## src/rtl/ndf_seq_if.sv

```systemverilog
// Serial-link and NAND-pin bundle for the NAND-flash byte sequencer.
// master = sequencer side, slave = UART/NAND side.
interface ndf_seq_if;
    logic       rx_strobe;
    logic [7:0] rx_data;
    logic       tx_strobe;
    logic [7:0] tx_data;
    logic       tx_busy;
    logic       ndf_r_b_n;
    logic       ndf_ce_n;
    logic       ndf_cle;
    logic       ndf_ale;
    logic       ndf_we_n;
    logic       ndf_re_n;
    logic       ndf_wp_n;
    logic [7:0] ndf_io_o;
    logic       ndf_io_oe;
    logic [7:0] ndf_io_i;

    modport master (
        input  rx_strobe, rx_data, tx_busy,
        input  ndf_r_b_n, ndf_io_i,
        output tx_strobe, tx_data,
        output ndf_ce_n, ndf_cle, ndf_ale,
        output ndf_we_n, ndf_re_n, ndf_wp_n,
        output ndf_io_o, ndf_io_oe
    );

    modport slave (
        output rx_strobe, rx_data, tx_busy,
        output ndf_r_b_n, ndf_io_i,
        input  tx_strobe, tx_data,
        input  ndf_ce_n, ndf_cle, ndf_ale,
        input  ndf_we_n, ndf_re_n, ndf_wp_n,
        input  ndf_io_o, ndf_io_oe
    );
endinterface

```

## src/rtl/ndf_seq.sv

```systemverilog
// NAND-flash byte sequencer: decodes host letters from the serial
// link and drives CLE/ALE/WE#/RE# cycles with programmable wait states.
module ndf_seq #(
    parameter int TWP     = 2,
    parameter int TWH     = 2,
    parameter int TREA    = 2,
    parameter int TREH    = 1,
    parameter int BUSY_TO = 100000,
    parameter int CW      = 17
) (
    input  logic       clk10,
    input  logic       rst,
    ndf_seq_if.master  bus,
    output logic [7:0] state_dbg
);
    typedef enum logic [7:0] {
        S_IDLE  = 8'h00,
        S_ARG   = 8'h01,
        S_WR_LO = 8'h02,
        S_WR_HI = 8'h03,
        S_RD_LO = 8'h04,
        S_RD_HI = 8'h05,
        S_BUSY  = 8'h06,
        S_SEND  = 8'h07,
        S_TX_HI = 8'h08,
        S_TX_LO = 8'h09
    } state_t;

    localparam logic [CW-1:0] ONE    = CW'(1);
    localparam logic [CW-1:0] TWP_E  = CW'(TWP - 1);
    localparam logic [CW-1:0] TWH_E  = CW'(TWH - 1);
    localparam logic [CW-1:0] TREA_E = CW'(TREA - 1);
    localparam logic [CW-1:0] TREH_E = CW'(TREH - 1);
    localparam logic [CW-1:0] BTO_E  = CW'(BUSY_TO - 1);

    state_t        state_q, state_d;
    logic [7:0]    cmd_q, cmd_d;
    logic [CW-1:0] cnt_q, cnt_d;
    logic [7:0]    nbyte_q, nbyte_d;
    logic [7:0]    tx_data_q, tx_data_d;
    logic          tx_strobe_q, tx_strobe_d;
    logic [7:0]    io_o_q, io_o_d;
    logic          wp_n_q, wp_n_d;
    logic          cle_q, cle_d;
    logic          ale_q, ale_d;
    logic          we_n_q, we_n_d;
    logic          re_n_q, re_n_d;
    logic          io_oe_q, io_oe_d;
    logic          ce_n_q;

    // Next state; pin outputs are derived from the next state so they
    // line up exactly with the registered state code.
    always_comb begin
        state_d     = state_q;
        cmd_d       = cmd_q;
        cnt_d       = cnt_q;
        nbyte_d     = nbyte_q;
        tx_data_d   = tx_data_q;
        io_o_d      = io_o_q;
        wp_n_d      = wp_n_q;
        tx_strobe_d = 1'b0;
        unique case (state_q)
            S_IDLE: begin
                if (bus.rx_strobe) begin
                    cmd_d = bus.rx_data;
                    case (bus.rx_data)
                        "P": begin
                            tx_data_d = "A";
                            state_d   = S_SEND;
                        end
                        "C", "A", "R", "W": state_d = S_ARG;
                        "B": begin
                            cnt_d = '0;
                            if (bus.ndf_r_b_n) begin
                                tx_data_d = "A";
                                state_d   = S_SEND;
                            end else begin
                                state_d = S_BUSY;
                            end
                        end
                        default: begin
                            tx_data_d = "?";
                            state_d   = S_SEND;
                        end
                    endcase
                end
            end
            S_ARG: begin
                if (bus.rx_strobe) begin
                    cnt_d = '0;
                    if (cmd_q == "R") begin
                        nbyte_d = bus.rx_data;
                        state_d = S_RD_LO;
                    end else if (cmd_q == "W") begin
                        wp_n_d    = bus.rx_data[0];
                        tx_data_d = "A";
                        state_d   = S_SEND;
                    end else begin
                        io_o_d  = bus.rx_data;
                        state_d = S_WR_LO;
                    end
                end
            end
            S_WR_LO: begin
                if (cnt_q == TWP_E) begin
                    cnt_d   = '0;
                    state_d = S_WR_HI;
                end else begin
                    cnt_d = cnt_q + ONE;
                end
            end
            S_WR_HI: begin
                if (cnt_q == TWH_E) begin
                    tx_data_d = "A";
                    state_d   = S_SEND;
                end else begin
                    cnt_d = cnt_q + ONE;
                end
            end
            S_RD_LO: begin
                if (cnt_q == TREA_E) begin
                    tx_data_d = bus.ndf_io_i;
                    nbyte_d   = nbyte_q - 8'd1;
                    state_d   = S_SEND;
                end else begin
                    cnt_d = cnt_q + ONE;
                end
            end
            S_RD_HI: begin
                if (cnt_q == TREH_E) begin
                    cnt_d   = '0;
                    state_d = (nbyte_q == 8'd0) ? S_IDLE : S_RD_LO;
                end else begin
                    cnt_d = cnt_q + ONE;
                end
            end
            S_BUSY: begin
                if (bus.ndf_r_b_n) begin
                    tx_data_d = "A";
                    state_d   = S_SEND;
                end else if (cnt_q == BTO_E) begin
                    tx_data_d = "T";
                    state_d   = S_SEND;
                end else begin
                    cnt_d = cnt_q + ONE;
                end
            end
            S_SEND: begin
                if (!bus.tx_busy) begin
                    tx_strobe_d = 1'b1;
                    state_d     = S_TX_HI;
                end
            end
            S_TX_HI: begin
                if (bus.tx_busy) state_d = S_TX_LO;
            end
            S_TX_LO: begin
                if (!bus.tx_busy) begin
                    cnt_d   = '0;
                    state_d = (cmd_q == "R") ? S_RD_HI : S_IDLE;
                end
            end
            default: state_d = S_IDLE;
        endcase
        io_oe_d = (state_d == S_WR_LO) || (state_d == S_WR_HI);
        we_n_d  = (state_d != S_WR_LO);
        re_n_d  = (state_d != S_RD_LO);
        cle_d   = io_oe_d && (cmd_d == "C");
        ale_d   = io_oe_d && (cmd_d == "A");
    end

    // State and registered pin/link outputs; reset aborts any operation.
    always_ff @(posedge clk10) begin
        if (rst) begin
            state_q     <= S_IDLE;
            cmd_q       <= '0;
            cnt_q       <= '0;
            nbyte_q     <= '0;
            tx_data_q   <= '0;
            tx_strobe_q <= 1'b0;
            io_o_q      <= '0;
            wp_n_q      <= 1'b0;
            cle_q       <= 1'b0;
            ale_q       <= 1'b0;
            we_n_q      <= 1'b1;
            re_n_q      <= 1'b1;
            io_oe_q     <= 1'b0;
            ce_n_q      <= 1'b0;
        end else begin
            state_q     <= state_d;
            cmd_q       <= cmd_d;
            cnt_q       <= cnt_d;
            nbyte_q     <= nbyte_d;
            tx_data_q   <= tx_data_d;
            tx_strobe_q <= tx_strobe_d;
            io_o_q      <= io_o_d;
            wp_n_q      <= wp_n_d;
            cle_q       <= cle_d;
            ale_q       <= ale_d;
            we_n_q      <= we_n_d;
            re_n_q      <= re_n_d;
            io_oe_q     <= io_oe_d;
            ce_n_q      <= 1'b0;
        end
    end

    assign bus.tx_strobe = tx_strobe_q;
    assign bus.tx_data   = tx_data_q;
    assign bus.ndf_ce_n  = ce_n_q;
    assign bus.ndf_cle   = cle_q;
    assign bus.ndf_ale   = ale_q;
    assign bus.ndf_we_n  = we_n_q;
    assign bus.ndf_re_n  = re_n_q;
    assign bus.ndf_wp_n  = wp_n_q;
    assign bus.ndf_io_o  = io_o_q;
    assign bus.ndf_io_oe = io_oe_q;
    assign state_dbg     = state_q;
endmodule

```

## src/flat_wrapper.sv

```systemverilog
// flat-port wrapper written by rule: the top's interface ports become plain ports
module ndf_seq_flat 
#(
    parameter int TWP     = 2,
    parameter int TWH     = 2,
    parameter int TREA    = 2,
    parameter int TREH    = 1,
    parameter int BUSY_TO = 100000,
    parameter int CW      = 17
)
  (clk10, rst, state_dbg, bus_rx_strobe, bus_rx_data, bus_tx_busy, bus_ndf_r_b_n, bus_ndf_io_i, bus_tx_strobe, bus_tx_data, bus_ndf_ce_n, bus_ndf_cle, bus_ndf_ale, bus_ndf_we_n, bus_ndf_re_n, bus_ndf_wp_n, bus_ndf_io_o, bus_ndf_io_oe);
  ndf_seq_if bus_i ();
  input  logic clk10;
  input  logic rst;
  output logic [7:0] state_dbg;
  input wire logic [$bits(bus_i.rx_strobe)-1:0] bus_rx_strobe;
  input wire logic [$bits(bus_i.rx_data)-1:0] bus_rx_data;
  input wire logic [$bits(bus_i.tx_busy)-1:0] bus_tx_busy;
  input wire logic [$bits(bus_i.ndf_r_b_n)-1:0] bus_ndf_r_b_n;
  input wire logic [$bits(bus_i.ndf_io_i)-1:0] bus_ndf_io_i;
  output wire logic [$bits(bus_i.tx_strobe)-1:0] bus_tx_strobe;
  output wire logic [$bits(bus_i.tx_data)-1:0] bus_tx_data;
  output wire logic [$bits(bus_i.ndf_ce_n)-1:0] bus_ndf_ce_n;
  output wire logic [$bits(bus_i.ndf_cle)-1:0] bus_ndf_cle;
  output wire logic [$bits(bus_i.ndf_ale)-1:0] bus_ndf_ale;
  output wire logic [$bits(bus_i.ndf_we_n)-1:0] bus_ndf_we_n;
  output wire logic [$bits(bus_i.ndf_re_n)-1:0] bus_ndf_re_n;
  output wire logic [$bits(bus_i.ndf_wp_n)-1:0] bus_ndf_wp_n;
  output wire logic [$bits(bus_i.ndf_io_o)-1:0] bus_ndf_io_o;
  output wire logic [$bits(bus_i.ndf_io_oe)-1:0] bus_ndf_io_oe;
  assign bus_i.rx_strobe = bus_rx_strobe;
  assign bus_i.rx_data = bus_rx_data;
  assign bus_i.tx_busy = bus_tx_busy;
  assign bus_i.ndf_r_b_n = bus_ndf_r_b_n;
  assign bus_i.ndf_io_i = bus_ndf_io_i;
  assign bus_tx_strobe = bus_i.tx_strobe;
  assign bus_tx_data = bus_i.tx_data;
  assign bus_ndf_ce_n = bus_i.ndf_ce_n;
  assign bus_ndf_cle = bus_i.ndf_cle;
  assign bus_ndf_ale = bus_i.ndf_ale;
  assign bus_ndf_we_n = bus_i.ndf_we_n;
  assign bus_ndf_re_n = bus_i.ndf_re_n;
  assign bus_ndf_wp_n = bus_i.ndf_wp_n;
  assign bus_ndf_io_o = bus_i.ndf_io_o;
  assign bus_ndf_io_oe = bus_i.ndf_io_oe;
  ndf_seq #(.TWP(TWP), .TWH(TWH), .TREA(TREA), .TREH(TREH), .BUSY_TO(BUSY_TO), .CW(CW)) u_core (.clk10(clk10), .rst(rst), .bus(bus_i), .state_dbg(state_dbg));
endmodule
```

## config.mk

```make
export PLATFORM = sky130hd
export DESIGN_NAME = ndf_seq_flat
export DESIGN_NICKNAME = d
export VERILOG_FILES = /design/src/rtl/ndf_seq_if.sv /design/src/rtl/ndf_seq.sv /design/src/flat_wrapper.sv
export SDC_FILE = /design/constraint.sdc
export NUM_CORES = 1
export LEC_CHECK = 0
export ABC_AREA = 1
export BUFFER_PORTS_ARGS = -buffer_cell sky130_fd_sc_hd__buf_2
export CAP_MARGIN = 10
export CORE_ASPECT_RATIO = 0.9
export CORE_MARGIN = 2
export CORE_UTILIZATION = 58
export CTS_BUF_LIST = sky130_fd_sc_hd__clkbuf_16
export DETAILED_ROUTE_END_ITERATION = 12
export GPL_TIMING_DRIVEN = 0
export HOLD_SLACK_MARGIN = 0.06
export PLACE_DENSITY = 0.81
export SETUP_SLACK_MARGIN = 0.02
export SYNTH_ARGS = -nofsm -noshare
export SYNTH_HDL_FRONTEND = slang
export SYNTH_SLANG_ARGS = --single-unit
```

## constraint.sdc

```tcl
create_clock -name clk10 -period 2 [get_ports clk10]
set_input_delay 0.5 -clock clk10 [delete_from_list [all_inputs] [get_ports clk10]]
set_output_delay 0.5 -clock clk10 [all_outputs]
set_load 0.005 [all_outputs]
```

# ---- Yosys cells after proc, flatten, opt, wreduce, memory -nomap -nowiden
# Index checks and enable logic that the tools add are counted.
dict set report word_totals {
  inputBits 21
  rom_bits 0
  n_memories 0
  out_inout_bits 32
  wordCells 120
  ram_bits 0
  reg_bits 64
  latchBits 0
}
dict set report op_classes {
  add_sub_neg 2
  n_shift 0
  n_div 0
  reduce_logical 17
  magnitude_cmp 0
  n_mul 0
  muxes 45
  n_bitwise 3
  eq_ne 40
}
# cell n
set op_table {}
lappend op_table {{$mux 8} 25}
lappend op_table {{$mux 17} 9}
lappend op_table {{$pmux 17 s7} 1}
lappend op_table {{$eq 8x7->1 const B} 10}
lappend op_table {{$pmux 8 s9} 1}
lappend op_table {{$pmux 8 s5} 1}
lappend op_table {{$eq 8x2->1 const B} 4}
lappend op_table {{$eq 8x3->1 const B} 4}
lappend op_table {{$pmux 8 s2} 2}
lappend op_table {{$pmux 8 s3} 1}
lappend op_table {{$ne 2x2->1 const B} 9}
lappend op_table {{$add 17x1->17 const B} 1}
lappend op_table {{$eq 17x1->1 const B} 1}
lappend op_table {{$eq 17x17->1 const B} 1}
lappend op_table {{$logic_not 17->1} 1}
lappend op_table {{$eq 8x4->1 const B} 2}
lappend op_table {{$logic_not 8->1} 2}
lappend op_table {{$reduce_and 4->1} 3}
lappend op_table {{$reduce_and 10->1} 1}
lappend op_table {{$mux 3} 3}
lappend op_table {{$eq 8x1->1 const B} 1}
lappend op_table {{$ne 2x1->1 const B} 4}
lappend op_table {{$ne 8x2->1 const B} 1}
lappend op_table {{$ne 8x3->1 const B} 1}
lappend op_table {{13 further kinds} 18}

# ---- Logic depth before layout (Yosys ltp)
dict set report logic_depth {
  depth_word 8
  mapped_depth 14
  mapped_depth_nobuf 13
}

# ---- Worst setup path after synthesis
# Ideal clock, no wire load.
dict set report synth_timing {
  path_kind {input to register}
  startpoint {input bus_rx_data[7]}
  endpoint {register u_core.tx_data_q[2], in the netlist u_core.bus.tx_data[2]}
  arrival_ps 1610
  setup_time_ps 111
  stages 10
  required_time_ps 1889
  path_buffers 1
  slack_ps 279
  cell_sequence {inv_1 -> nand2_1 -> nor2_1 -> nand3_1 -> nor2_1 -> o21ai_4 -> and2_1 -> buf_6 -> nor2_2 -> nor2_2}
}
dict set report synth_via {
  elab_chain_len 5
  elab_cells_between_ends 13
  classes_between {eq/ne (8); mux (3); reduce/logical (2)}
}
# item line_no
set synth_lines {}
lappend synth_lines {{from (decl)} flat_wrapper.sv:17} ;# input wire logic [$bits(bus_i.rx_data)-1:0] bus_rx_data;
lappend synth_lines {{$eq 8x7->1} ndf_seq.sv:66} ;# case (bus.rx_data)
lappend synth_lines {{$reduce_or 4->1} ndf_seq.sv:66}
lappend synth_lines {{$pmux 8 s3} ndf_seq.sv:66}
lappend synth_lines {{$mux 8} ndf_seq.sv:64} ;# if (bus.rx_strobe) begin
lappend synth_lines {{$pmux 8 s5} ndf_seq.sv:62} ;# unique case (state_q)
lappend synth_lines {{to (signal assigned)} ndf_seq.sv:194} ;# tx_data_q <= tx_data_d;
lappend synth_lines {{to (decl)} ndf_seq.sv:40} ;# logic [7:0] tx_data_q, tx_data_d;
# Parallel ways exist; a longest one is shown, timed or not. The select of a mux whose other input is x is not followed.
# A chain may end at the register's enable or synchronous reset.

# ---- Worst setup path in the final report
dict set report layout_timing {
  startpoint {register u_core.cnt_q[0]}
  endpoint {register u_core.cnt_q[11]}
}
dict set report layout_via {
  elab_chain_len 4
  elab_cells_between_ends 13
  classes_between {add/sub (1); eq/ne (4); mux (6); reduce/logical (2)}
}
# item line_no
set layout_lines {}
lappend layout_lines {{from (decl)} ndf_seq.sv:38} ;# logic [CW-1:0] cnt_q, cnt_d;
lappend layout_lines {{from (signal assigned)} ndf_seq.sv:192} ;# cnt_q <= cnt_d;
lappend layout_lines {{$add 17x1->17} -}
lappend layout_lines {{$mux 17} ndf_seq.sv:141} ;# end else if (cnt_q == BTO_E) begin
lappend layout_lines {{$mux 17} ndf_seq.sv:138} ;# if (bus.ndf_r_b_n) begin
lappend layout_lines {{$pmux 17 s7} ndf_seq.sv:62}
# Parallel ways exist; a longest one is shown, timed or not. The select of a mux whose other input is x is not followed.

==> metrics.txt <==
kind of critical path=register to register; largest voltage drop on the vdd net=0.000807 V; Final Hold Viols=0; met2 routed WL=5.60 mm; detailed-router iteration count before antenna repair=6; Buf/Inv on CP=4; count of input and output buffers=51; post-placement cell area=4470 um2; Final Skew=0.00579 ns; total number of H-tree levels=3; Final setup violation count=0; most frequent cells in the layout=nand2_1 (175), nor2_1 (86), inv_1 (82); number of antenna violations at the first check in global routing=0; width of the die=92.5 um; max-slew violation count=0; number of diodes=0; IO Count=53; Highest Clock Rate=0.529 GHz; root buffer selected by CTS=clkbuf_16; clock latency reported for the late side of the worst-skew pair=0.33 ns; Die Y=83.6 um; finished layout cell area=4860 um2; Yosys reg bits=64; MaxCap Viol Count=0; relative contribution of sequential cells to total power=45.3%; row cnt=29; post-route clock period utilization=94.5%; Slowest-stage cell, CP=dfxtp_4; Final Wtd Congestion=0.943; length of routed met3 wiring=748 um; family with the most delay on the worst path=simple AND/OR/NAND/NOR gates; part of the total power dissipated in the clock network=47.5%; Pwr per Cell Area=593 nW/um2; placed cell count=813; mean routed wirelength per cell=13.9 um; Final Critical Period=1.89 ns; first-pass GRT wire length=18.8 mm; Post-DRT Antenna Nets=0; required time of the critical path=2.26 ns; via count=4569; Tot Pwr=2880 uW; ratio of cells with drive above 1 in the final layout=20.5%; slew at the pin closest to its max-slew limit=0.612 ns; Max stage delay on crit path=0.38 ns; Leakage Power=0.00237 uW; Clk pin slew, worst setup/hold paths=0.05 ns; Setup Total Neg Slack=0 ns; post-synthesis cell type count=34; Mapped Area=4080 um2; number of clock sinks=64; number of CTS-inserted buffers=9; Filler cells=617; number of synthesis warnings=0; post-DR vias/cell=5.48; gr ovfl total=0; mean post-synth cell area=6.14 um2; via count of the first global-routing pass=4098; Top Layer Used=met4; type of the most critical hold path=input port to register; combinational power share=7.3%; CP Capture Type=register; hold buffer count at CTS=0; Post-Route Utilization=70.1%; Setup crit start kind=register; DPL Wire Length=8.38 mm; pin count of the biggest net entering global routing=11; starting density of the core=58.9%; non-filler cells, final=833; Critical Path, Cell by Cell=ha_1 -> nand2_1 -> inv_1 -> nand2_2 -> nor2_2 -> nand3_1 -> nand2_1 -> inv_2 -> nand3_2 -> buf_6 -> buf_6 -> nand2_1 -> a21oi_1; Internal Power=2180 uW; signed area change from the synthesized netlist to the final layout=19.0%; Max-slew headroom=59.2%; number of nets in the layout=761; sw power=705 uW; DRC violation total after the first TritonRoute iteration=421; DIE AREA=7730 um2; arrival time of data at the critical path endpoint=2.15 ns; clk buf depth=2; Cells after Synth=665; Total Wirelength=11.6 mm; sum of routed wire segments on met1=4.98 mm; most common cell after layout, fill and taps aside=nand2_1; clock tree from TritonCTS=done; RSZ-0062 raised after global routing=yes; DR DRC count=0; cell repeated most along the worst path=nand2_1; All-Layer GR Usage=30.0%; Core Footprint=6930 um2; share of the yosys chip area belonging to registers=31.4%; Max FO, Critical Path=10; status=completed; net switching share of the total power=24.5%
[power groups by stage]
stage | Clock [uW] | Combinational [uW] | Sequential, uW
2_1_floorplan | 0 | 122 | 1330
3_3_place_gp | 0 | 197 | 1330
3_5_place_dp | 0 | 200 | 1330
4_1_cts | 1390 | 202 | 1310
5_1_grt | 1440 | 232 | 1310
6_report | 1370 | 210 | 1310
[what timing repair did]
item | in CTS | in global routing
resized for setup | 2 | 29
pin swaps | 0 | 5
endpoints found under the setup margin | 12 | 34
buffers inserted | 0 | 5
[worst register-to-register path: stages, from the launching register on]
cell and delay [ns]:
dfxtp_4 0.38, ha_1 0.17, nand2_1 0.08, inv_1 0.11, nand2_2 0.09, nor2_2 0.12
nand3_1 0.10, nand2_1 0.09, inv_2 0.06, nand3_2 0.11, buf_6 0.16, buf_6 0.15
nand2_1 0.05, a21oi_1 0.13
[final timing paths]
kind	startpoint	to	slack [ns]	depth (start not counted)
min	bus_tx_busy	u_core.bus.tx_strobe	0.44	2
max reg2reg	u_core.cnt_q[0]	u_core.cnt_q[11]	0.11	13
max	u_core.cnt_q[0]	u_core.cnt_q[11]	0.11	13
min reg2reg	u_core.bus.ndf_wp_n	u_core.bus.ndf_wp_n	0.45	2
[Yosys cell counts (all sizes together)]
| cell type | count | share of area (%) |
|---|---|---|
| a211oi | 1 | 0.18 |
| a21oi | 33 | 4.1 |
| a31oi | 13 | 2.0 |
| and2 | 3 | 0.46 |
| buf | 11 | 2.2 |
| clkbuf | 8 | 0.74 |
| clkinv | 1 | 0.092 |
| conb | 1 | 0.092 |
| dfxtp | 64 | 31 |
| ha | 4 | 1.2 |
| inv | 90 | 8.3 |
| nand2 | 183 | 17 |
| nand3 | 52 | 6.6 |
| nand3b | 3 | 0.55 |
| nand4 | 15 | 2.3 |
| nor2 | 125 | 14 |
| nor3 | 9 | 1.1 |
| o2111ai | 1 | 0.21 |
| o211ai | 1 | 0.18 |
| o21ai | 40 | 5.4 |
| or2 | 1 | 0.15 |
| xor2 | 6 | 1.3 |
[final cells by class]
type                    count  area, um2  area share, %
plain buffers              19        128           2.63
clock buffers               9        225           4.63
clock inverters             6       28.8          0.592
inverters                  91        344           7.08
multi-input cells         495       2420           49.9
flip-flops and latches     64       1290           26.5
well taps                  93        116           2.39
repair buffers             56        305           6.28
[per-layer routing]
metal / global-route usage, % / vias to the layer above
met1: 39.3 / 2080
met3: 4.88 / 40
met5: 0 / -
met4: 11.5 / 0
met2: 49.6 / 207
li1: - / 2242
[sequential cells by signal, summed over array words and instances (netlist names)]
signal and cells:
u_core.bus.tx_strobe 1, u_core.cnt_q 17, u_core.bus.ndf_re_n 1, u_core.bus.ndf_ale 1
u_core.bus.ndf_wp_n 1, u_core.bus.ndf_cle 1, u_core.bus.ndf_io_o 8, u_core.nbyte_q 8
u_core.state_dbg 8, u_core.bus.tx_data 8, u_core.bus.ndf_we_n 1, u_core.cmd_q 8
u_core.bus.ndf_io_oe 1
[cells by family (layout without fill, tap and decap cells)]
family	Yosys count	in the layout	synth area share, %
buffers and inverters	110	181	11.3
and+or+nand+nor	391	391	42.6
xor gates and xnor gates	6	6	1.29
adders and majority gates	4	4	1.23
other	1	5	0.0918
DFF	64	64	31.4
AOI/OAI and AO/OA	89	89	12.1
[through the flow]
stage | setup slack, ns | hold slack (ns)
after floorplan | 0.279 | 0.441
after global placement | -0.0790 | 0.431
after detailed placement | -0.0828 | 0.449
after CTS | 0.0545 | 0.413
after global routing | -0.0747 | 0.430
final | 0.111 | 0.436
Note: power is estimated with default switching activity, not from simulation.
